### src/rtl/parity_pkg.sv
// parity_pkg: shared mode encodings, frame FSM states and counter sizing for parity link blocks
package parity_pkg;
  localparam logic MODE_GEN = 1'b0;
  localparam logic MODE_CHK = 1'b1;
  typedef enum logic [1:0] {DATA, GEN, CHK} state_t;
  function automatic int cnt_width(input int n);
    return n > 1 ? $clog2(n) : 1;
  endfunction
endpackage

### src/rtl/parity_word_xor.sv
// parity_word_xor: combinational XOR-reduction of a DATA_W word (data in, par out)
module parity_word_xor #(
  parameter int DATA_W = 8
) (
  input  logic [DATA_W-1:0] data,
  output logic              par
);
  assign par = ^data;
endmodule

### src/rtl/parity_frame_codec.sv
// parity_frame_codec: framed parity generator/checker on valid/ready streams (s_* in, m_* out, err/err_cnt status)
module parity_frame_codec
  import parity_pkg::*;
#(
  parameter int DATA_W     = 8,
  parameter int FRAME_LEN  = 4,
  parameter int ODD_PARITY = 0,
  parameter int CNT_W      = 8
) (
  input  logic              clk,
  input  logic              rst,
  input  logic              mode,
  input  logic              s_valid,
  output logic              s_ready,
  input  logic [DATA_W-1:0] s_data,
  output logic              m_valid,
  input  logic              m_ready,
  output logic [DATA_W-1:0] m_data,
  output logic              m_par,
  output logic              m_last,
  output logic              err,
  output logic [CNT_W-1:0]  err_cnt
);
  localparam int CW = cnt_width(FRAME_LEN);
  state_t state, state_n;
  logic [CW-1:0] cnt;
  logic acc, mode_q, wpar, take, load_ok, last, cur_mode, exp_par;
  parity_word_xor #(.DATA_W(DATA_W)) u_xor (.data(s_data), .par(wpar));
  assign load_ok  = !m_valid || m_ready;
  assign s_ready  = state != GEN && load_ok;
  assign take     = s_valid && s_ready;
  assign last     = cnt == CW'(FRAME_LEN - 1);
  assign cur_mode = cnt == '0 ? mode : mode_q;
  assign exp_par  = acc ^ (ODD_PARITY != 0);
  always_comb begin
    state_n = state == DATA ? (take && last ? (cur_mode == MODE_CHK ? CHK : GEN) : DATA) :
              state == GEN  ? (load_ok ? DATA : GEN) :
                              (take ? DATA : CHK);
  end
  always_ff @(posedge clk or posedge rst) begin
    if (rst) begin
      state   <= DATA;
      cnt     <= '0;
      acc     <= 1'b0;
      mode_q  <= MODE_GEN;
      m_valid <= 1'b0;
      m_data  <= '0;
      m_par   <= 1'b0;
      m_last  <= 1'b0;
      err     <= 1'b0;
      err_cnt <= '0;
    end else begin
      state <= state_n;
      err   <= 1'b0;
      if (m_valid && m_ready) m_valid <= 1'b0;
      if (state == DATA && take) begin
        cnt     <= last ? '0 : cnt + 1'b1;
        acc     <= acc ^ wpar;
        mode_q  <= cur_mode;
        m_valid <= 1'b1;
        m_data  <= s_data;
        m_par   <= 1'b0;
        m_last  <= 1'b0;
      end
      if (state == GEN && load_ok) begin
        acc     <= 1'b0;
        m_valid <= 1'b1;
        m_data  <= DATA_W'(exp_par);
        m_par   <= 1'b1;
        m_last  <= 1'b1;
      end
      if (state == CHK && take) begin
        acc     <= 1'b0;
        m_valid <= 1'b1;
        m_data  <= s_data;
        m_par   <= 1'b1;
        m_last  <= 1'b1;
        if (s_data[0] != exp_par) begin
          err <= 1'b1;
          if (err_cnt != '1) err_cnt <= err_cnt + 1'b1;
        end
      end
    end
  end
endmodule

### config.mk
export PLATFORM = sky130hd
export DESIGN_NAME = parity_frame_codec
export DESIGN_NICKNAME = d
export VERILOG_FILES = /design/src/rtl/parity_pkg.sv /design/src/rtl/parity_word_xor.sv /design/src/rtl/parity_frame_codec.sv
export SDC_FILE = /design/constraint.sdc
export NUM_CORES = 1
export LEC_CHECK = 0
export CAP_MARGIN = 30
export CELL_PAD_IN_SITES_DETAIL_PLACEMENT = 0
export CELL_PAD_IN_SITES_GLOBAL_PLACEMENT = 1
export CORE_ASPECT_RATIO = 0.7
export CORE_UTILIZATION = 38
export CTS_CLUSTER_SIZE = 25
export DETAILED_ROUTE_END_ITERATION = 16
export PLACE_DENSITY = 0.88
export SYNTH_ARGS = -nofsm -noshare
export SYNTH_HDL_FRONTEND = slang
export SYNTH_HIERARCHICAL = 1
export SYNTH_SLANG_ARGS = --single-unit
### constraint.sdc
create_clock -name clk -period 3.11 [get_ports clk]
set_input_delay 0.311 -clock clk [delete_from_list [all_inputs] [get_ports clk]]
set_output_delay 0.311 -clock clk [all_outputs]
set_load 0.02 [all_outputs]
==> key figures <==
Final layout
  – Layout cell share with drive strength beyond 1: under 10%
  – Commonest non-fill, non-tap cell in the layout: clkdlybuf4s50_1
  – Final nets: around 180
  – Fillers: approximately 260
  – Antenna cell count: 0
  – P&R area growth vs syn: 36.1%
  – Most frequent cells in the layout: 33 x clkdlybuf4s50_1, 25 x dfrtp_1, 21 x nand2_1, 12 x o21ai_0, 10 x nor2_1

Detailed routing
  – DR vias: slightly above 1k
  – DRC: 0
  – Drt pass-1 iters: 4
  – Routed wire per std cell: between 10 and 15 um
  – Vias/cell: ~5
  – Routed wire length: ~2500 um
  – Post-DRT Antenna Nets: 0
  – Initial DRC Count: 88

Place
  – Port buffer count: 33
  – Dpl ws: 1.07 ns
  – RD Place Congestion: between 0.8 and 0.9
  – HPWL Detailed: 1930 um

Timing
  – Final setup margin: between 1 and 1.5 ns
  – Pins over their slew limit: 0
  – Unrepaired setup endpoints after global routing: no
  – Setup TNS Final: 0 ns
  – Final Hold Violating Endpoints: 0
  – Skew final: ~0.0059 ns
  – Minimum clock period: a little over 2 ns
  – Finish-stage setup viols: 0
  – Least-Margin Pin Slew: about 0.46 ns
  – Fin crit share: about 66%
  – Relative slew slack: 69.2%
  – FMAX: 491 MHz

Global route
  – GRT Overall Usage: ~16%
  – Initial antenna violation count: 0
  – Number of global-route vias before repair: 931
  – Final global-route overflow total: 0
  – Largest net degree at the start of global routing: 20
  – First-pass GRT wire length: approximately 4300 um

CTS
  – Clock Latency Late Sink: 0.27 ns
  – H-tree Lvls: 1
  – Clk buf depth: 2
  – Clock transition at path regs: approximately 0.090 ns
  – Root buffer cell: clkbuf_8
  – Postcts setup bufs: 0
  – Clock sink total: 25
  – CTS Buf Count: 3
  – CTS tree: yes
  – CTS Hold Bufs: 0
  – Post_cts resized: 0

Setup path
  – CP dominant cell by count: clkdlybuf4s50_1
  – Crit path largest cell delay: roughly 0.55 ns
  – Crit Path Max Fanout: 5
  – Buf+Inv Stages, Crit Path: 2
  – Reg2reg setup slack: 1.47 ns
  – Reg2Reg Capture Point: err_cnt[7]
  – CP max stage cell: clkdlybuf4s50_1
  – Crit. End Element: output pin
  – Req. time, crit path: between 2 and 3 ns
  – Setup CP Type: input port to output pin
  – Crit-path leading delay family: buffers and inverters
  – R2r worst-path depth: 4
  – Reg2reg start: acc
  – Worst Path Arrival: approximately 1.7 ns
  – CP startpoint kind: input port
  – CP cell instances: clkdlybuf4s50_1 > nor2b_1 > nor2_1 > clkdlybuf4s50_1

Yosys
  – XOR/XNOR Fraction of Synth Area: under 10%
  – Syn Nets: 141
  – Synth Area in Simple Gates: about 20%
  – Synth area leaders: dfrtp_1 51%, nand2_1 6.4%, o21ai_0 4.9%, xnor2_1 4.3%, mux2_2 3.7%
  – Post-synthesis register bit count: 25
  – Post-synth top area cell: dfrtp_1
  – Mux contribution to synthesized area: approximately 5.3%
  – Synth Area in Adders: 3.05%
  – Distinct cell type count after synthesis: 28
  – Cell Area, Synth: about 0.0012 sq mm
  – Synth Instances: 125
  – Largest family of logic cells by synthesized area: simple AND/OR/NAND/NOR gates
  – Synth top area share: slightly above 50%
  – Synth Area in Compound Gates: a little over a tenth
  – Sequential fraction of the synthesis area: between 50 and 60%
  – Mean Syn Cell Area: 9.85 sq um
  – Ys Warns: 6

Power and ir drop
  – Leakage power: 0.748 nW
  – Worst vdd ir: approximately 400 uV
  – Pwr dens: a little over 700 mW/mm^2

Die
  – Die area: ~0.0035 sq mm
  – Die H: between 40 and 50 um
  – Core area: approximately 0.0029 sq mm
  – Die Wd: around 70 um
  – I/O pin cnt: 34
  – Initial Utilization: approximately two fifths
  – Row Count: 16

Flow run
  – Max Cap Viol: 0

Status
  – Outcome: complete, no violations

Worst hold path
  – Worst Hold Class: input port to asynchronous set/reset pin
-- layer usage --
metal	vias up	part of all wire, %	global-route usage [%]
met5	-	0	0
met4	0	0.53	3.00
met3	2	7.1	5.93
met2	37	43	24.8
met1	480	49	21.7
li1	499	-	-
-- power breakdown --
group | total (mW) | leakage [nW] | internal [mW] | switching [mW]
Sequential | 0.503 | 0.312 | 0.418 | 0.0850
Combinational | 0.495 | 0.410 | 0.239 | 0.256
Clock | 0.189 | 0.0255 | 0.0895 | 0.0997
Total | 1.19 | 0.748 | 0.747 | 0.440
-- registers in the layout, summed over array words and instances, names as in the netlist --
name	flops
cnt	2
mode_q	1
m_data	8
err_cnt	8
err	1
m_last	1
acc	1
m_valid	1
state	2
-- Yosys cell counts (all sizes together) --
master,instances
xnor2,6
nor4b,1
a21oi,2
mux2,4
o21ai,13
inv,6
buf,2
a32oi,1
dfrtp,25
nand2,21
a21boi,2
ha,3
nor2,10
nand3,3
o21a,1
nand4,3
o31ai,1
nand2b,4
mux2i,2
nor2b,3
nand3b,1
a31oi,3
nor3,4
xor2,4
-- area by class of cell --
cell class                      instances  area (sq um)  area share [%]
Clock inverter                          1          5.00           0.299
Multi-Input combinational cell         92           571            34.1
Tap cell                               36          45.0            2.69
Clock buffer                            3          41.3            2.46
Timing Repair Buffer                   35           365            21.8
Sequential cell                        25           626            37.3
Inverter                                6          22.5            1.34
-- cells by family after synthesis --
logic type / after synthesis
muxes: 6
DFF: 25
buffers and inverters: 8
AOI/OAI and AO/OA: 23
xor gates and xnor gates: 10
and+or+nand+nor: 50
adders and majority gates: 3
-- per-stage QoR --
stage	hold WS, ns	std cells	total power, mW	instance area (sq um)	utilization (%)
global route	0.350	198	1.28	1680	56.9
CTS	0.316	198	1.20	1680	56.9
global placement	0.471	193	0.989	1600	54.4
detailed placement	0.476	194	1.01	1630	55.4
floorplan	0.338	125	0.790	1230	-
finish	0.315	198	1.19	1680	56.9
-- worst max path at each step --
stage,from,slack (ns),cells after the start,to
global route,m_ready,1.00,4,s_ready
global placement,m_ready,1.10,4,s_ready
CTS,m_ready,1.09,4,s_ready
detailed placement,s_data[0],1.07,5,err_cnt[7]
floorplan,err_cnt[0],1.57,5,err_cnt[1]
finish,m_ready,1.07,4,s_ready
No activity file was read; power rests on OpenSTA's default activity.
